File: src/rtl/detect_stretcher_if.sv
// Bundle of control inputs and stretched-detect outputs for detect_stretcher.
// The master side drives events and configuration; the slave side is the stretcher.
interface detect_stretcher_if #(
  parameter int unsigned N_CH  = 2,
  parameter int unsigned CNT_W = 25,
  parameter int unsigned EVT_W = 16
);
  logic                  clear;
  logic [N_CH-1:0]       event_in;
  logic [N_CH*CNT_W-1:0] target;
  logic [N_CH-1:0]       retrig;
  logic [N_CH-1:0]       active;
  logic [N_CH*EVT_W-1:0] event_count;
  logic                  any_active;

  modport master (
    output clear, event_in, target, retrig,
    input  active, event_count, any_active
  );

  modport slave (
    input  clear, event_in, target, retrig,
    output active, event_count, any_active
  );
endinterface

File: src/rtl/detect_stretcher.sv
// Per-channel pulse stretcher: a rising edge on event_in holds active for target cycles,
// with a saturating trigger counter. Define DETECT_SYNC_EN to add a 2-flop input synchroniser.
module detect_stretcher #(
  parameter int unsigned N_CH  = 2,
  parameter int unsigned CNT_W = 25,
  parameter int unsigned EVT_W = 16
) (
  input logic               clk,
  input logic               rst,
  detect_stretcher_if.slave bus
);

  typedef enum logic {StIdle, StActive} state_e;

  logic [N_CH-1:0]       ev;
  logic [N_CH-1:0]       ev_d;
  logic [N_CH-1:0]       trig;
  logic [N_CH-1:0]       act_next;
  logic [N_CH-1:0]       active_w;
  logic [N_CH*EVT_W-1:0] count_w;
  logic                  any_active_q;

`ifdef DETECT_SYNC_EN
  logic [N_CH-1:0] sync1;
  logic [N_CH-1:0] sync2;

  always_ff @(posedge clk or negedge rst) begin
    if (!rst) begin
      sync1 <= '0;
      sync2 <= '0;
    end else begin
      sync1 <= bus.event_in;
      sync2 <= sync1;
    end
  end

  assign ev = sync2;
`else
  assign ev = bus.event_in;
`endif

  // Edge history keeps running through clear so a held level cannot re-trigger afterwards.
  always_ff @(posedge clk or negedge rst) begin
    if (!rst) begin
      ev_d <= '0;
    end else begin
      ev_d <= ev;
    end
  end

  assign trig = ev & ~ev_d;

  for (genvar i = 0; i < N_CH; i++) begin : g_ch
    state_e           state;
    logic [CNT_W-1:0] timer;
    logic [CNT_W-1:0] tgt;
    logic [CNT_W-1:0] eff_m1;
    logic [EVT_W-1:0] cnt;
    logic             expire;

    assign tgt    = bus.target[i*CNT_W +: CNT_W];
    // A zero target behaves as one, so eff_target-1 is zero in both cases.
    assign eff_m1 = (tgt == '0) ? '0 : tgt - CNT_W'(1);
    assign expire = (timer >= eff_m1);

    assign act_next[i] = !bus.clear &&
                         ((state == StIdle) ? trig[i] : ((trig[i] && bus.retrig[i]) || !expire));

    always_ff @(posedge clk or negedge rst) begin
      if (!rst) begin
        state <= StIdle;
        timer <= '0;
        cnt   <= '0;
      end else if (bus.clear) begin
        state <= StIdle;
        timer <= '0;
        cnt   <= '0;
      end else begin
        if (trig[i] && (cnt != '1)) begin
          cnt <= cnt + EVT_W'(1);
        end
        unique case (state)
          StIdle: begin
            if (trig[i]) begin
              state <= StActive;
              timer <= '0;
            end
          end
          StActive: begin
            if (trig[i] && bus.retrig[i]) begin
              timer <= '0;
            end else if (expire) begin
              state <= StIdle;
              timer <= '0;
            end else begin
              timer <= timer + CNT_W'(1);
            end
          end
          default: begin
            state <= StIdle;
            timer <= '0;
          end
        endcase
      end
    end

    assign active_w[i]                  = (state == StActive);
    assign count_w[i*EVT_W +: EVT_W]    = cnt;
  end

  always_ff @(posedge clk or negedge rst) begin
    if (!rst) begin
      any_active_q <= 1'b0;
    end else begin
      any_active_q <= |act_next;
    end
  end

  assign bus.active      = active_w;
  assign bus.event_count = count_w;
  assign bus.any_active  = any_active_q;

endmodule

File: src/flat_wrapper.sv
// flat-port wrapper written by rule: the top's interface ports become plain ports
module detect_stretcher_flat 
#(
  parameter int unsigned N_CH  = 2,
  parameter int unsigned CNT_W = 25,
  parameter int unsigned EVT_W = 16
)
  (clk, rst, bus_clear, bus_event_in, bus_target, bus_retrig, bus_active, bus_event_count, bus_any_active);
  detect_stretcher_if #(.N_CH(N_CH), .CNT_W(CNT_W), .EVT_W(EVT_W)) bus_i ();
  input logic clk;
  input logic rst;
  input wire logic [$bits(bus_i.clear)-1:0] bus_clear;
  input wire logic [$bits(bus_i.event_in)-1:0] bus_event_in;
  input wire logic [$bits(bus_i.target)-1:0] bus_target;
  input wire logic [$bits(bus_i.retrig)-1:0] bus_retrig;
  output wire logic [$bits(bus_i.active)-1:0] bus_active;
  output wire logic [$bits(bus_i.event_count)-1:0] bus_event_count;
  output wire logic [$bits(bus_i.any_active)-1:0] bus_any_active;
  assign bus_i.clear = bus_clear;
  assign bus_i.event_in = bus_event_in;
  assign bus_i.target = bus_target;
  assign bus_i.retrig = bus_retrig;
  assign bus_active = bus_i.active;
  assign bus_event_count = bus_i.event_count;
  assign bus_any_active = bus_i.any_active;
  detect_stretcher #(.N_CH(N_CH), .CNT_W(CNT_W), .EVT_W(EVT_W)) u_core (.clk(clk), .rst(rst), .bus(bus_i));
endmodule
File: config.mk
export PLATFORM = sky130hd
export DESIGN_NAME = detect_stretcher_flat
export DESIGN_NICKNAME = d
export VERILOG_FILES = /design/src/rtl/detect_stretcher_if.sv /design/src/rtl/detect_stretcher.sv /design/src/flat_wrapper.sv
export SDC_FILE = /design/constraint.sdc
export NUM_CORES = 1
export LEC_CHECK = 0
export BUFFER_PORTS_ARGS = -buffer_cell sky130_fd_sc_hd__buf_2
export CAP_MARGIN = 20
export CORE_MARGIN = 3
export CORE_UTILIZATION = 53
export DETAILED_ROUTE_END_ITERATION = 16
export PLACE_DENSITY_LB_ADDON = 0.3
export SYNTH_ARGS = -nofsm -noshare
export SYNTH_HDL_FRONTEND = slang
export SYNTH_SLANG_ARGS = --single-unit
export TNS_END_PERCENT = 100
File: constraint.sdc
create_clock -name clk -period 2.48 [get_ports clk]
set_input_delay 0.496 -clock clk [delete_from_list [all_inputs] [get_ports clk]]
set_output_delay 0.496 -clock clk [all_outputs]
set_load 0.01 [all_outputs]
# --- After elaboration in Yosys (flattened, before gate mapping) ---
# Cells that the tools add are included.
word_totals:
  out_inout_bits: 35
  regBits: 87
op_classes:
  n_reduce_logical: 16
  n_bitwise: 4
  n_lt_le_gt_ge: 2
  eq_ne: 4
  muxes: 28
  n_addsub: 6
op_table:
  columns: ["operator", "n"]
  rows:
  - ["25-bit two-way mux", 10]
  - ["25-bit case mux with 2 select lines", 2]
  - ["16-bit two-way mux", 4]
  - ["25-bit by 1-bit adder with 25-bit output, second input constant", 2]
  - ["25-bit greater-or-equal comparator", 2]
  - ["25-bit zero test", 2]
  - ["25-bit by 1-bit subtractor with 25-bit output, second input constant", 2]
  - ["16-bit by 1-bit adder with 16-bit output, second input constant", 2]
  - ["16-bit inequality test, second input constant", 2]
  - ["1-bit two-way mux", 10]
  - ["1-bit logical AND", 6]
  - ["3-bit by 2-bit inequality test with 1-bit output, second input constant", 2]
  - ["1-bit case mux with 2 select lines", 2]
  - ["2-bit nonzero test", 2]
  - ["1-bit zero test", 3]
  - ["2-bit bitwise AND", 1]
  - ["1-bit logical OR", 2]
  - ["1-bit NOT", 2]
  - ["2-bit NOT", 1]
  - ["2-bit OR reduction", 1]

# --- Longest topological paths before layout ---
# Gate-level depths: netlist of run 1.
logic_depth:
  depth_word: 8
  ltp_mapped: 19
  depth_no_buf: 15

# --- Worst setup path before layout of run 1 ---
# OpenSTA, ideal clock, no wires.
synth_timing:
  path_kind: "input to register"
  start: "input bus_target[0]"
  end: "register u_core.g_ch[0].timer[10]"
  setup_ns: 0.116
  cell_stages: 18
  required_ns: 2.364
  setup_slack_ns: -2.117
  t_arrival_ns: 4.482
  path_buffers: 3
  cell_sequence: "inv_1 ha_1 nor3b_1 or3b_2 nor3_1 nand3b_1 or2_1 clkbuf_1 nand2_1 ha_1 a211o_1 a21oi_1 o211ai_1 a221oi_1 clkbuf_1 buf_1 nand4_1 o311ai_0"
synth_between:
  elab_chain_cells: 7
  word_cells_on_any_way: 8
synth_rtl:
  columns: ["item", "line_no", "text"]
  rows:
  - ["start, declared", "flat_wrapper.sv:14", "input wire logic [$bits(bus_i.target)-1:0] bus_target;"]
  - ["25-bit by 1-bit subtractor with 25-bit output or 25-bit zero test (tied branches)", "detect_stretcher.sv:63", "assign eff_m1 = (tgt == '0) ? '0 : tgt - CNT_W'(1);"]
  - ["25-bit two-way mux (*)", "detect_stretcher.sv:63", null]
  - ["25-bit greater-or-equal comparator (*)", "detect_stretcher.sv:64", "assign expire = (timer >= eff_m1);"]
  - ["25-bit two-way mux (*)", "detect_stretcher.sv:92", "end else if (expire) begin"]
  - ["25-bit two-way mux (*)", "detect_stretcher.sv:90", "if (trig[i] && bus.retrig[i]) begin"]
  - ["25-bit case mux with 2 select lines (*)", "detect_stretcher.sv:82", "unique case (state)"]
  - ["25-bit two-way mux (*)", "detect_stretcher.sv:74", "end else if (bus.clear) begin"]
  - ["end signal, assigned", "detect_stretcher.sv:96", "timer <= timer + CNT_W'(1);"]
  - ["end, declared", "detect_stretcher.sv:55", "logic [CNT_W-1:0] timer;"]
# Every way passes the cells marked *; elsewhere a longest branch is shown, timed or not.
# A chain may end at the register's enable or synchronous reset.

# --- Worst setup path in the final report of run 1 ---
layout_timing:
  start: "input bus_target[5]"
  end: "register u_core.g_ch[0].timer[9]"
# Same word-level chain as after synthesis.

==> impl_metrics.xml, run 1 <==
<?xml version="1.0" encoding="UTF-8"?>
<metrics>
  <group name="timing">
    <metric name="post_route_minimum_period" unit="ns">4.18</metric>
    <metric name="final_max_slew_viol_count" unit="">0</metric>
    <metric name="relSlewSlack" unit="%">50.5</metric>
    <metric name="layout_worst_path_cycle_share" unit="%">168</metric>
    <metric name="rsz_0062_raised_after_global_routing" unit="">yes</metric>
    <metric name="maxClockFrequency" unit="GHz">0.239</metric>
    <metric name="timing.final.hold_violations" unit="">0</metric>
    <metric name="finalClockSkew" unit="ns">0.00877</metric>
    <metric name="final_report_setup_violation_count" unit="">53</metric>
    <metric name="final_critical_path_setup_slack" unit="ns">-1.70</metric>
    <metric name="tightest_slew" unit="ns">0.736</metric>
  </group>
  <group name="floorplanning">
    <metric name="placement_row_count" unit="">40</metric>
    <metric name="ios" unit="">92</metric>
    <metric name="die_area" unit="µm²">14100</metric>
    <metric name="coreArea" unit="µm²">12200</metric>
    <metric name="chipHeight" unit="µm">119</metric>
    <metric name="die-width" unit="µm">119</metric>
    <metric name="initial_core_util" unit="%">55.2</metric>
  </group>
  <group name="power_and_ir_drop">
    <metric name="power.ir.vdd_worst" unit="V">0.000262</metric>
    <metric name="cellPowerDensity" unit="nW/µm²">350</metric>
    <metric name="finalPower" unit="µW">3560</metric>
    <metric name="total_leakage_power" unit="µW">0.00457</metric>
  </group>
  <group name="logic_synthesis">
    <metric name="post_synth_edffs" unit="">0</metric>
    <metric name="synthesis.yosys.warnings" unit="">0</metric>
    <metric name="synth.cell_area" unit="µm²">6740</metric>
    <metric name="synth_nets" unit="">927</metric>
    <metric name="post_synth.cell_area_avg" unit="µm²">8.28</metric>
    <metric name="ys_ff_latch" unit="">87</metric>
    <metric name="async_flop_share" unit="%">100</metric>
    <metric name="synth_ff_type" unit="">sky130_fd_sc_hd__dfrtp_1</metric>
    <metric name="synthesis.instances" unit="">814</metric>
    <metric name="synth.yosys.seq_area_share" unit="%">32.3</metric>
    <metric name="synth.lib_cells_used.distinct" unit="">56</metric>
  </group>
  <group name="worst_setup_path">
    <metric name="path_delay_family" unit="">simple AND/OR/NAND/NOR gates</metric>
    <metric name="timing.critical_path.fanout_max" unit="">11</metric>
    <metric name="timing.critical_path.required" unit="ns">2.71</metric>
    <metric name="cpMostUsedCell" unit="">sky130_fd_sc_hd__buf_6</metric>
    <metric name="cp_data_arrival_time" unit="ns">4.41</metric>
    <metric name="end_kind" unit="">flop</metric>
    <metric name="cp_slowest_cell" unit="">sky130_fd_sc_hd__or4_4</metric>
    <metric name="worst-r2r-setup-slack" unit="ns">-0.10</metric>
    <metric name="worstSetupPathType" unit="">input port to flop</metric>
    <metric name="largest_stage_delay_on_the_critical_path" unit="ns">0.52</metric>
    <metric name="start_kind" unit="">input port</metric>
    <metric name="worstPathCellList" unit="">buf_6 &gt; or4_4 &gt; or3b_4 &gt; nor3_4 &gt; nand3b_1 &gt; or2_4 &gt; buf_6 &gt; buf_6 &gt; nand2_4 &gt; ha_4 &gt; a211o_1 &gt; a21oi_2 &gt; o211ai_1 &gt; buf_4 &gt; a221oi_4 &gt; nand2_2 &gt; buf_6 &gt; o311ai_1</metric>
    <metric name="cp_num_buf_inv" unit="">5</metric>
  </group>
  <group name="cts">
    <metric name="cts.path.max_buffers" unit="">2</metric>
    <metric name="clock_sink_count" unit="">87</metric>
    <metric name="cts.root.buffer_cell" unit="">sky130_fd_sc_hd__clkbuf_16</metric>
    <metric name="clk_latency" unit="ns">0.35</metric>
    <metric name="clk_transition_reported_paths" unit="ns">0.07</metric>
    <metric name="cts-buffers-inserted" unit="">9</metric>
    <metric name="cts.htree.levels" unit="">3</metric>
    <metric name="clock_tree_from_tritoncts" unit="">yes</metric>
    <metric name="cts_hold_buffers" unit="">0</metric>
  </group>
  <group name="place">
    <metric name="pre_cts_ws" unit="ns">-2.08</metric>
    <metric name="final_hpwl_dp" unit="mm">13.7</metric>
    <metric name="routabilityCongestion" unit="">0.908</metric>
    <metric name="portBuffers" unit="">91</metric>
  </group>
  <group name="worst_hold_path">
    <metric name="timing.hold.worst.class" unit="">input port to async pin</metric>
  </group>
  <group name="final_layout">
    <metric name="post_route_utilization" unit="%">83.3</metric>
    <metric name="number_of_antenna_diodes" unit="">0</metric>
    <metric name="final_net_count" unit="">1167</metric>
    <metric name="layout.cells.most_common_list" unit="">sky130_fd_sc_hd__buf_4 (134), sky130_fd_sc_hd__nand2_1 (90), sky130_fd_sc_hd__buf_2 (87), sky130_fd_sc_hd__dfrtp_1 (87), sky130_fd_sc_hd__nor2_1 (54)</metric>
    <metric name="commonest_non_fill_non_tap_cell_in_the_layout" unit="">sky130_fd_sc_hd__buf_4</metric>
    <metric name="multi_input_gate_area_in_the_final_layout" unit="µm²">5320</metric>
    <metric name="layout.filler_cells" unit="">675</metric>
    <metric name="area.sequential" unit="µm²">2180</metric>
    <metric name="fraction_of_layout_cells_with_a_size_suffix_above_1" unit="%">38.6</metric>
    <metric name="areaGrowthSynthToFinish" unit="%">51.0</metric>
  </group>
  <group name="outcome">
    <metric name="failing_checks" unit="">setup timing</metric>
    <metric name="status" unit="">complete, but fails checks</metric>
  </group>
  <group name="global_routing">
    <metric name="grt_first_pass_wirelength" unit="mm">35.1</metric>
    <metric name="grt_util_all_layers" unit="%">30.1</metric>
    <metric name="gr-total-overflow" unit="">0</metric>
    <metric name="number_of_global_route_vias_before_repair" unit="">7414</metric>
    <metric name="grt_max_degree" unit="">48</metric>
    <metric name="antenna_found_initial" unit="">0</metric>
  </group>
  <group name="drt">
    <metric name="antenna_violation_net_count_after_detailed_routing" unit="">0</metric>
    <metric name="wl_per_cell" unit="µm">20.6</metric>
    <metric name="route.final.wire_length" unit="mm">25.3</metric>
    <metric name="vias_per_cell" unit="">6.47</metric>
    <metric name="drc" unit="">0</metric>
    <metric name="dr.pass1.iters" unit="">10</metric>
    <metric name="overall_via_count_from_detail_route" unit="">7937</metric>
    <metric name="drt_iter0_drc" unit="">864</metric>
  </group>
  <group name="job">
    <metric name="maxCapViolations" unit="">0</metric>
  </group>
</metrics>
## stage by stage
| step | hold slack [ns] | area, µm² | setup TNS (ns) | cells |
|---|---|---|---|---|
| 5_1_grt | 0.141 | 10200 | -88.91 | 1227 |
| 2_1_floorplan | 0.200 | 7120 | -83.88 | 814 |
| 4_1_cts | 0.125 | 9620 | -77.27 | 1216 |
| 6_report | 0.104 | 10200 | -85.07 | 1227 |
| 3_5_place_dp | 0.496 | 8530 | -101.03 | 1166 |
| 3_3_place_gp | 0.502 | 8530 | -97.23 | 1166 |
## sequential cells by signal, indices dropped and copies added, names as in the netlist
| name | count |
|---|---|
| u_core.g_ch.timer | 50 |
| u_core.g_ch.state | 2 |
| u_core.bus.any_active | 1 |
| u_core.g_ch.cnt | 32 |
| u_core.ev_d | 2 |
## power breakdown
group,switching (µW),internal [µW],leakage (µW)
Sequential,23.6,1430,0.00120
Clock,657,704,0.000141
Combinational,391,355,0.00322
## cells in the mapped netlist (3+ instances only)
library cell / count / area share [%]
sky130_fd_sc_hd__a41oi_1: 5 / 0.65
sky130_fd_sc_hd__a21oi_1: 30 / 2.2
sky130_fd_sc_hd__o2bb2ai_1: 3 / 0.39
sky130_fd_sc_hd__nand2_2: 3 / 0.28
sky130_fd_sc_hd__and2_1: 7 / 0.65
sky130_fd_sc_hd__ha_1: 56 / 10
sky130_fd_sc_hd__or4_1: 5 / 0.56
sky130_fd_sc_hd__or2_2: 6 / 0.56
sky130_fd_sc_hd__and3_1: 19 / 1.8
sky130_fd_sc_hd__nor2b_1: 4 / 0.37
sky130_fd_sc_hd__o22ai_1: 3 / 0.28
sky130_fd_sc_hd__clkbuf_1: 24 / 1.3
sky130_fd_sc_hd__nor3_1: 28 / 2.1
sky130_fd_sc_hd__xnor2_1: 22 / 2.9
sky130_fd_sc_hd__a31oi_1: 35 / 3.2
sky130_fd_sc_hd__nand3b_1: 4 / 0.45
sky130_fd_sc_hd__inv_1: 23 / 1.3
sky130_fd_sc_hd__a22o_1: 4 / 0.52
sky130_fd_sc_hd__nor2_1: 54 / 3.0
sky130_fd_sc_hd__buf_1: 3 / 0.17
sky130_fd_sc_hd__dfrtp_1: 87 / 32
sky130_fd_sc_hd__o211ai_1: 13 / 1.4
sky130_fd_sc_hd__o311ai_0: 11 / 1.4
sky130_fd_sc_hd__nor3b_1: 3 / 0.33
sky130_fd_sc_hd__nand2b_1: 10 / 0.93
sky130_fd_sc_hd__or3_1: 21 / 1.9
sky130_fd_sc_hd__mux2i_1: 5 / 0.74
sky130_fd_sc_hd__nor4_1: 16 / 1.5
sky130_fd_sc_hd__nand3_1: 52 / 3.9
sky130_fd_sc_hd__and4_1: 6 / 0.78
sky130_fd_sc_hd__buf_6: 3 / 0.50
sky130_fd_sc_hd__nand2_1: 114 / 6.4
sky130_fd_sc_hd__nand4_1: 35 / 3.2
sky130_fd_sc_hd__o21ai_0: 22 / 1.6
sky130_fd_sc_hd__a31o_2: 3 / 0.39
sky130_fd_sc_hd__xor2_1: 44 / 5.7
sky130_fd_sc_hd__o21a_1: 5 / 0.56
## what timing repair did
item                                    in CTS  in global routing
pin swaps                                   51                 44
endpoints found under the setup margin      53                 53
cloned                                      12                  4
gates resized for setup                     90                 71
setup buffers                               23                 12
## kinds of logic after synthesis
family / after synthesis / share of synthesized area (%)
AO/OA/AOI/OAI: 152 / 15.0
XOR/XNOR: 66 / 8.58
adder cells (fa/ha/maj): 56 / 10.4
buffers and inverters: 55 / 3.51
flip-flops: 87 / 32.3
multiplexers: 5 / 0.743
AND/OR/NAND/NOR: 393 / 29.4
## final timing paths
kind / depth (start not counted) / from / endpoint
max in group asynchronous: 2 / rst / u_core.g_ch[1].cnt[5]
max reg2reg: 10 / u_core.g_ch[0].timer[0] / u_core.g_ch[0].timer[9]
min: 1 / rst / u_core.g_ch[0].timer[11]
min in group clk: 1 / bus_event_in[0] / u_core.ev_d[0]
min reg2reg: 1 / u_core.g_ch[0].timer[0] / u_core.g_ch[0].timer[0]
max: 18 / bus_target[5] / u_core.g_ch[0].timer[9]
## per-layer routing
metal | routed length [µm] | GRT usage [%] | share of wire [%] | up-vias
li1 | - | - | - | 3505
met1 | 9120 | 35.3 | 36 | 3804
met2 | 12700 | 53.0 | 50 | 471
met3 | 1820 | 5.17 | 7.2 | 157
met4 | 1650 | 14.6 | 6.5 | 0
met5 | 0 | 0 | 0 | -
## area by class of cell
type                    count  area share [%]
clock buffers               9            2.21
clock inverters             7           0.602
inverters                  23           0.848
multi-input cells         674            52.3
flip-flops and latches     87            21.4
well taps                 168            2.07
repair buffers            259            20.6
Power figures use the tool's default switching activity.
==> inputs of run 2 (changes only) <==
--- a/config.mk
+++ b/config.mk
@@ -5,11 +5,13 @@
 export SDC_FILE = /design/constraint.sdc
 export NUM_CORES = 1
 export LEC_CHECK = 0
+export ABC_AREA = 1
 export BUFFER_PORTS_ARGS = -buffer_cell sky130_fd_sc_hd__buf_2
 export CAP_MARGIN = 20
 export CORE_MARGIN = 3
-export CORE_UTILIZATION = 53
+export CORE_UTILIZATION = 55
 export DETAILED_ROUTE_END_ITERATION = 16
+export MAX_ROUTING_LAYER = met4
 export PLACE_DENSITY_LB_ADDON = 0.3
 export SYNTH_ARGS = -nofsm -noshare
 export SYNTH_HDL_FRONTEND = slang
==> run 2 against run 1 <==
Net effect:
- the run still ends with setup timing left
- register-to-register slack better by 0.48 ns
- synthesized cell count rose by 57%
- critical path type unchanged
- total power fell by 3.1%
- synthesized area up 21%
- fmax grew 51%
- cell count rose by 37%
- utilization decreased by 3.4 points
- clock power barely moved
- largest power group unchanged
- global-route usage down 0.98 points
==> impl_metrics.xml, run 2 <==
<?xml version="1.0" encoding="UTF-8"?>
<metrics>
  <group name="timing">
    <metric name="timing.final.hold_violations" unit="">0</metric>
    <metric name="final_critical_path_setup_slack" unit="ns">-0.290</metric>
    <metric name="maxClockFrequency" unit="GHz">0.361</metric>
    <metric name="final_max_slew_viol_count" unit="">0</metric>
    <metric name="finalClockSkew" unit="ns">0.0104</metric>
    <metric name="post_route_minimum_period" unit="ns">2.77</metric>
    <metric name="relSlewSlack" unit="%">63.1</metric>
    <metric name="layout_worst_path_cycle_share" unit="%">112</metric>
    <metric name="final_report_setup_violation_count" unit="">52</metric>
    <metric name="rsz_0062_raised_after_global_routing" unit="">yes</metric>
    <metric name="tightest_slew" unit="ns">0.550</metric>
  </group>
  <group name="cts">
    <metric name="cts_hold_buffers" unit="">0</metric>
    <metric name="clk_transition_reported_paths" unit="ns">0.07</metric>
    <metric name="cts.htree.levels" unit="">3</metric>
    <metric name="cts.root.buffer_cell" unit="">sky130_fd_sc_hd__clkbuf_16</metric>
    <metric name="clock_sink_count" unit="">87</metric>
    <metric name="clk_latency" unit="ns">0.35</metric>
    <metric name="clock_tree_from_tritoncts" unit="">yes</metric>
    <metric name="cts-buffers-inserted" unit="">9</metric>
    <metric name="cts.path.max_buffers" unit="">2</metric>
  </group>
  <group name="worst_setup_path">
    <metric name="timing.critical_path.fanout_max" unit="">6</metric>
    <metric name="timing.critical_path.required" unit="ns">2.76</metric>
    <metric name="worstSetupPathType" unit="">input port to flop</metric>
    <metric name="end_kind" unit="">flop</metric>
    <metric name="cp_data_arrival_time" unit="ns">3.05</metric>
    <metric name="start_kind" unit="">input port</metric>
  </group>
  <group name="outcome">
    <metric name="status" unit="">complete, but fails checks</metric>
    <metric name="failing_checks" unit="">setup timing</metric>
  </group>
  <group name="floorplanning">
    <metric name="coreArea" unit="µm²">14200</metric>
    <metric name="placement_row_count" unit="">43</metric>
    <metric name="initial_core_util" unit="%">57.5</metric>
    <metric name="ios" unit="">92</metric>
    <metric name="die_area" unit="µm²">16300</metric>
    <metric name="chipHeight" unit="µm">128</metric>
    <metric name="die-width" unit="µm">128</metric>
  </group>
  <group name="drt">
    <metric name="antenna_violation_net_count_after_detailed_routing" unit="">0</metric>
    <metric name="vias_per_cell" unit="">5.76</metric>
    <metric name="overall_via_count_from_detail_route" unit="">9718</metric>
    <metric name="wl_per_cell" unit="µm">16.0</metric>
    <metric name="drt_iter0_drc" unit="">814</metric>
    <metric name="route.final.wire_length" unit="mm">27.0</metric>
    <metric name="dr.pass1.iters" unit="">6</metric>
    <metric name="drc" unit="">0</metric>
  </group>
  <group name="power_and_ir_drop">
    <metric name="finalPower" unit="µW">3450</metric>
    <metric name="cellPowerDensity" unit="nW/µm²">304</metric>
    <metric name="power.ir.vdd_worst" unit="V">0.000299</metric>
    <metric name="total_leakage_power" unit="µW">0.00580</metric>
  </group>
  <group name="logic_synthesis">
    <metric name="cell_with_the_most_instances_after_synthesis" unit="">sky130_fd_sc_hd__nand2_1</metric>
    <metric name="yosys.area_share.adder" unit="%">8.58</metric>
    <metric name="post_synth.cell_area_avg" unit="µm²">6.41</metric>
    <metric name="post_synth_edffs" unit="">0</metric>
    <metric name="synth.cell_area" unit="µm²">8160</metric>
    <metric name="synth_nets" unit="">1387</metric>
    <metric name="synth_xor_xnor_area_share" unit="%">5.79</metric>
    <metric name="post-synth-top-area-fraction" unit="%">26.7</metric>
    <metric name="ys_top_cells_by_count" unit="">sky130_fd_sc_hd__nand2_1 (397), sky130_fd_sc_hd__nor2_1 (176), sky130_fd_sc_hd__inv_1 (147)</metric>
    <metric name="async_flop_share" unit="%">100</metric>
    <metric name="synth.yosys.seq_area_share" unit="%">26.7</metric>
    <metric name="ys_ff_latch" unit="">87</metric>
    <metric name="synthesis.yosys.warnings" unit="">0</metric>
    <metric name="top_area_cells_in_the_synthesized_netlist" unit="">sky130_fd_sc_hd__dfrtp_1 (27%), sky130_fd_sc_hd__nand2_1 (18%), sky130_fd_sc_hd__ha_1 (8.6%), sky130_fd_sc_hd__nor2_1 (8.1%), sky130_fd_sc_hd__nand3_1 (8.0%)</metric>
    <metric name="synth.lib_cells_used.distinct" unit="">44</metric>
    <metric name="synth.largest_area_cell" unit="">sky130_fd_sc_hd__dfrtp_1</metric>
    <metric name="area_fraction_in_compound_gates_after_synthesis" unit="%">6.18</metric>
    <metric name="synth-simple-area-share" unit="%">44.3</metric>
    <metric name="synthesis.instances" unit="">1274</metric>
    <metric name="portion_of_netlist_area_occupied_by_mux_cells" unit="%">0</metric>
    <metric name="dominant_combinational_cell_family_by_area_after_synthesis" unit="">simple AND/OR/NAND/NOR gates</metric>
    <metric name="synth_ff_type" unit="">sky130_fd_sc_hd__dfrtp_1</metric>
  </group>
  <group name="global_routing">
    <metric name="grt_max_degree" unit="">39</metric>
    <metric name="grt_first_pass_wirelength" unit="mm">38.9</metric>
    <metric name="grt_util_all_layers" unit="%">29.1</metric>
    <metric name="number_of_global_route_vias_before_repair" unit="">8544</metric>
    <metric name="gr-total-overflow" unit="">0</metric>
    <metric name="antenna_found_initial" unit="">0</metric>
  </group>
  <group name="final_layout">
    <metric name="biggest_register" unit="">u_core.g_ch.timer</metric>
    <metric name="post_route_utilization" unit="%">79.9</metric>
    <metric name="number_of_antenna_diodes" unit="">0</metric>
    <metric name="largest_register_ff_count" unit="">50</metric>
    <metric name="finish.cell_count_without_fillers" unit="">1686</metric>
    <metric name="commonest_non_fill_non_tap_cell_in_the_layout" unit="">sky130_fd_sc_hd__nand2_1</metric>
    <metric name="areaGrowthSynthToFinish" unit="%">39.0</metric>
    <metric name="final_net_count" unit="">1614</metric>
    <metric name="layout.cells.most_common_list" unit="">sky130_fd_sc_hd__nand2_1 (352), sky130_fd_sc_hd__nor2_1 (140), sky130_fd_sc_hd__buf_4 (133)</metric>
    <metric name="postLayoutCellArea" unit="µm²">11300</metric>
    <metric name="largest_registers" unit="">u_core.g_ch.timer (50), u_core.g_ch.cnt (32)</metric>
    <metric name="layout.filler_cells" unit="">951</metric>
    <metric name="fraction_of_layout_cells_with_a_size_suffix_above_1" unit="%">33.6</metric>
  </group>
  <group name="place">
    <metric name="placedInstanceArea" unit="µm²">9810</metric>
    <metric name="portBuffers" unit="">91</metric>
    <metric name="routabilityCongestion" unit="">0.944</metric>
    <metric name="dpl.cell_count" unit="">1637</metric>
    <metric name="final_hpwl_dp" unit="mm">17.1</metric>
  </group>
  <group name="worst_hold_path">
    <metric name="timing.hold.worst.class" unit="">input port to async pin</metric>
  </group>
  <group name="job">
    <metric name="maxCapViolations" unit="">0</metric>
  </group>
</metrics>
run 2: cell types whose count changed in the layout (fill, tap and decap cells not counted), sizes merged, moves of 19 or more:
cell	previous run	this run
nand2	117	405
nor2	54	194
inv	28	151
nand3	52	132
a31oi	35	2
buf	255	231
or3	21	0
and3	19	0
run 2: logic make-up after synthesis:
logic type | count (synthesis)
flops | 87
simple gates | 820
fa+ha+maj | 56
buf+inv | 173
xor+xnor | 54
compound gates | 84
run 2: worst paths after layout:
check,slack (ns),from,cells past startpoint,end
setup / recovery,-0.29,bus_target[10],22,u_core.g_ch[0].timer[13]
hold / removal,0.11,rst,1,u_core.g_ch[1].timer[22]
setup reg to reg,0.38,u_core.g_ch[0].timer[8],11,u_core.g_ch[0].timer[13]
hold reg to reg,0.52,u_core.g_ch[1].cnt[5],1,u_core.g_ch[1].cnt[5]
max in group asynchronous,1.68,rst,2,u_core.g_ch[1].cnt[3]
min in group clk,0.26,bus_event_in[1],1,u_core.ev_d[1]
run 2: critical path, stage by stage:
cell and delay, ns:
sky130_fd_sc_hd__buf_2 0.13, sky130_fd_sc_hd__nor2_1 0.18, sky130_fd_sc_hd__nand2_2 0.11, sky130_fd_sc_hd__nor2_4 0.11, sky130_fd_sc_hd__nand2_4 0.07, sky130_fd_sc_hd__nor2_4 0.14, sky130_fd_sc_hd__nand2_2 0.07, sky130_fd_sc_hd__xor2_1 0.15
sky130_fd_sc_hd__or2_1 0.26, sky130_fd_sc_hd__ha_4 0.24, sky130_fd_sc_hd__nand2_2 0.06, sky130_fd_sc_hd__nand2_2 0.04, sky130_fd_sc_hd__nand2_1 0.08, sky130_fd_sc_hd__nand2_1 0.05, sky130_fd_sc_hd__nand2_1 0.06, sky130_fd_sc_hd__nand2_2 0.07
sky130_fd_sc_hd__inv_2 0.06, sky130_fd_sc_hd__nand3_2 0.08, sky130_fd_sc_hd__nor2_4 0.24, sky130_fd_sc_hd__clkbuf_16 0.22, sky130_fd_sc_hd__nand3_2 0.06, sky130_fd_sc_hd__nand2_1 0.07
run 2: timing repair:
item	CTS	global route
hold endpoints to repair	0	0
gates resized for setup	46	174
pin swaps	10	88
gates cloned	2	8
setup endpoints to repair	53	53
setup buffers	12	11
run 2: final cells by class:
type / count / area [µm²] / area share [%]
Multi-Input combinational cell: 1017 / 6310 / 55.6
Sequential cell: 87 / 2180 / 19.2
Timing Repair Buffer: 236 / 1770 / 15.6
Inverter: 150 / 578 / 5.09
Clock buffer: 13 / 270 / 2.38
Tap cell: 180 / 225 / 1.98
Clock inverter: 3 / 25.0 / 0.221
run 2: metal layers:
layer / GRT usage [%] / routed length [µm] / up-vias
met5: - / 0 / -
met4: 7.43 / 1250 / 0
met1: 35.9 / 10400 / 4505
li1: - / - / 4563
met3: 4.08 / 1820 / 142
met2: 50.3 / 13600 / 508
run 2: report_power, final:
part,internal [µW],switching [µW]
Combinational,274,377
Clock,768,586
Sequential,1430,14.4
run 2: metrics by stage:
stage,setup TNS (ns),hold slack [ns],setup slack (ns)
floorplan,-7.27,0.200,-0.214
global placement,-24.79,0.492,-0.538
detailed placement,-28.13,0.496,-0.570
CTS,-4.04,0.136,-0.111
global route,-18.00,0.145,-0.429
finish,-10.74,0.109,-0.290
==> inputs of run 3 (changes only) <==
--- a/config.mk
+++ b/config.mk
@@ -8,12 +8,13 @@
 export ABC_AREA = 1
 export BUFFER_PORTS_ARGS = -buffer_cell sky130_fd_sc_hd__buf_2
 export CAP_MARGIN = 20
+export CELL_PAD_IN_SITES_DETAIL_PLACEMENT = 1
+export CELL_PAD_IN_SITES_GLOBAL_PLACEMENT = 1
 export CORE_MARGIN = 3
-export CORE_UTILIZATION = 55
+export CORE_UTILIZATION = 38
 export DETAILED_ROUTE_END_ITERATION = 16
 export MAX_ROUTING_LAYER = met4
 export PLACE_DENSITY_LB_ADDON = 0.3
 export SYNTH_ARGS = -nofsm -noshare
 export SYNTH_HDL_FRONTEND = slang
 export SYNTH_SLANG_ARGS = --single-unit
-export TNS_END_PERCENT = 100
==> run 3 against run 2 <==
Net effect:
- wire length is 42% higher
- fmax is 12% lower
- sequential cell count stayed put
- the flow still finishes with violations (setup timing)
==> impl_metrics.xml, run 3 (synthesized netlist as in run 2, its figures left out) <==
<?xml version="1.0" encoding="UTF-8"?>
<metrics>
  <group name="floorplanning">
    <metric name="placement_row_count" unit="">52</metric>
    <metric name="chipHeight" unit="µm">153</metric>
    <metric name="coreArea" unit="µm²">20700</metric>
    <metric name="die_area" unit="µm²">23300</metric>
    <metric name="die-width" unit="µm">153</metric>
    <metric name="ios" unit="">92</metric>
    <metric name="initial_core_util" unit="%">39.5</metric>
  </group>
  <group name="global_routing">
    <metric name="grt_first_pass_wirelength" unit="mm">49.6</metric>
    <metric name="number_of_global_route_vias_before_repair" unit="">10200</metric>
    <metric name="grt_util_all_layers" unit="%">26.0</metric>
    <metric name="antenna_found_initial" unit="">0</metric>
    <metric name="gr-total-overflow" unit="">0</metric>
    <metric name="grt_max_degree" unit="">41</metric>
  </group>
  <group name="worst_setup_path">
    <metric name="cp_slowest_cell" unit="">sky130_fd_sc_hd__ha_4</metric>
    <metric name="worstSetupPathType" unit="">input port to flop</metric>
    <metric name="start_kind" unit="">input port</metric>
    <metric name="timing.critical_path.fanout_max" unit="">6</metric>
    <metric name="cp_data_arrival_time" unit="ns">3.44</metric>
    <metric name="path_delay_family" unit="">simple AND/OR/NAND/NOR gates</metric>
    <metric name="cp_num_buf_inv" unit="">5</metric>
    <metric name="r2r_cells" unit="">12</metric>
    <metric name="timing.critical_path.required" unit="ns">2.77</metric>
    <metric name="end_kind" unit="">flop</metric>
    <metric name="largest_stage_delay_on_the_critical_path" unit="ns">0.28</metric>
    <metric name="worstPathCellList" unit="">buf_6 &gt; or2_4 &gt; buf_6 &gt; nor3_4 &gt; buf_6 &gt; nand4_4 &gt; buf_12 &gt; nand3b_1 &gt; ha_4 &gt; nand2_1 &gt; nand2_1 &gt; nand2_1 &gt; nand2_1 &gt; nand2_1 &gt; nand2_1 &gt; nand2_2 &gt; nand3_4 &gt; nor2_4 &gt; clkbuf_16 &gt; nand3_2 &gt; nand2_1</metric>
    <metric name="cpMostUsedCell" unit="">sky130_fd_sc_hd__nand2_1</metric>
    <metric name="timing.critical_path.depth" unit="">21</metric>
  </group>
  <group name="drt">
    <metric name="overall_via_count_from_detail_route" unit="">10200</metric>
    <metric name="dr.pass1.iters" unit="">5</metric>
    <metric name="antenna_violation_net_count_after_detailed_routing" unit="">0</metric>
    <metric name="drt_iter0_drc" unit="">555</metric>
    <metric name="drc" unit="">0</metric>
    <metric name="vias_per_cell" unit="">5.69</metric>
    <metric name="wl_per_cell" unit="µm">21.2</metric>
    <metric name="route.final.wire_length" unit="mm">38.2</metric>
  </group>
  <group name="final_layout">
    <metric name="biggest_register" unit="">u_core.g_ch.timer</metric>
    <metric name="final_net_count" unit="">1639</metric>
    <metric name="commonest_non_fill_non_tap_cell_in_the_layout" unit="">sky130_fd_sc_hd__nand2_1</metric>
    <metric name="fraction_of_layout_cells_with_a_size_suffix_above_1" unit="%">35.3</metric>
    <metric name="area.sequential" unit="µm²">2180</metric>
    <metric name="areaGrowthSynthToFinish" unit="%">44.9</metric>
    <metric name="multi_input_gate_area_in_the_final_layout" unit="µm²">6350</metric>
    <metric name="number_of_antenna_diodes" unit="">0</metric>
    <metric name="largest_register_ff_count" unit="">50</metric>
    <metric name="largest_registers" unit="">u_core.g_ch.timer (50), u_core.g_ch.cnt (32)</metric>
    <metric name="layout.filler_cells" unit="">2726</metric>
    <metric name="layout.cells.most_common_list" unit="">sky130_fd_sc_hd__nand2_1 (349), sky130_fd_sc_hd__buf_4 (145), sky130_fd_sc_hd__nor2_1 (134)</metric>
    <metric name="finish.cell_count_without_fillers" unit="">1801</metric>
  </group>
  <group name="timing">
    <metric name="final_critical_path_setup_slack" unit="ns">-0.668</metric>
    <metric name="timing.final.hold_violations" unit="">0</metric>
    <metric name="final_report_setup_violation_count" unit="">53</metric>
    <metric name="tightest_slew" unit="ns">0.524</metric>
    <metric name="layout_worst_path_cycle_share" unit="%">127</metric>
    <metric name="maxClockFrequency" unit="GHz">0.318</metric>
    <metric name="post_route_minimum_period" unit="ns">3.15</metric>
    <metric name="finalClockSkew" unit="ns">0.0124</metric>
    <metric name="finalSetupTns" unit="ns">-29.49</metric>
    <metric name="final_max_slew_viol_count" unit="">0</metric>
    <metric name="fin_hold_ws" unit="ns">0.0680</metric>
    <metric name="rsz_0062_raised_after_global_routing" unit="">yes</metric>
    <metric name="relSlewSlack" unit="%">65.0</metric>
  </group>
  <group name="outcome">
    <metric name="failing_checks" unit="">setup timing</metric>
    <metric name="status" unit="">complete, but fails checks</metric>
  </group>
  <group name="power_and_ir_drop">
    <metric name="finalPower" unit="µW">3660</metric>
    <metric name="total_leakage_power" unit="µW">0.00592</metric>
    <metric name="cellPowerDensity" unit="nW/µm²">309</metric>
    <metric name="power.ir.vdd_worst" unit="V">0.000338</metric>
  </group>
  <group name="cts">
    <metric name="clk_transition_reported_paths" unit="ns">0.08</metric>
    <metric name="clock_tree_from_tritoncts" unit="">yes</metric>
    <metric name="clk_latency" unit="ns">0.35</metric>
    <metric name="cts.root.buffer_cell" unit="">sky130_fd_sc_hd__clkbuf_16</metric>
    <metric name="cts_hold_buffers" unit="">0</metric>
    <metric name="cts-buffers-inserted" unit="">9</metric>
    <metric name="cts.path.max_buffers" unit="">2</metric>
    <metric name="clock_sink_count" unit="">87</metric>
    <metric name="cts.htree.levels" unit="">3</metric>
  </group>
  <group name="place">
    <metric name="final_hpwl_dp" unit="mm">21.1</metric>
    <metric name="portBuffers" unit="">91</metric>
    <metric name="dpl.cell_count" unit="">1725</metric>
    <metric name="pre_cts_ws" unit="ns">-0.926</metric>
    <metric name="routabilityCongestion" unit="">0.854</metric>
  </group>
  <group name="job">
    <metric name="maxCapViolations" unit="">0</metric>
  </group>
  <group name="worst_hold_path">
    <metric name="timing.hold.worst.class" unit="">input port to async pin</metric>
  </group>
</metrics>
## run 3: area by class of cell
cell class                 instances  share of cell area, %
clock buffer                      11                   2.05
clock inverter                     5                  0.539
inverter                         150                   4.95
multi-input combinational       1015                   53.7
sequential                        87                   18.4
tap                              270                   2.86
timing repair buffer             263                   17.6
## run 3: path summary, 6_finish.rpt
| check | to | from | slack [ns] |
|---|---|---|---|
| setup / recovery | u_core.g_ch[0].timer[11] | bus_target[3] | -0.67 |
| min in group clk | u_core.ev_d[1] | bus_event_in[1] | 0.29 |
| max in group asynchronous | u_core.g_ch[1].state | rst | 1.71 |
| setup reg to reg | u_core.g_ch[0].timer[11] | u_core.g_ch[0].timer[0] | 0.19 |
| hold / removal | u_core.g_ch[0].timer[1] | rst | 0.07 |
| hold reg to reg | u_core.g_ch[1].cnt[5] | u_core.g_ch[1].cnt[5] | 0.53 |
## run 3: repair_timing
item,4_1_cts,5_1_grt
pin swaps,73,87
buffers inserted,28,22
setup endpoints to repair,53,53
gates cloned,5,4
resized for setup,138,111
## run 3: layer usage
layer	GRT usage (%)	part of all wire, %	vias up
met3	3.04	4.7	191
met2	48.9	52	439
li1	-	-	4596
met4	6.36	5.7	0
met5	-	0	-
met1	29.1	38	5021
## run 3: stage by stage
step / cell area (µm²) / util, %
floorplan: 8390 / -
global placement: 9930 / 48.0
detailed placement: 9930 / 48.0
CTS: 11100 / 53.5
global route: 11800 / 57.2
finish: 11800 / 57.2
## run 3: report_power, final
part | switching (µW) | internal (µW)
Sequential | 15.8 | 1430
Clock | 637 | 820
Combinational | 448 | 308
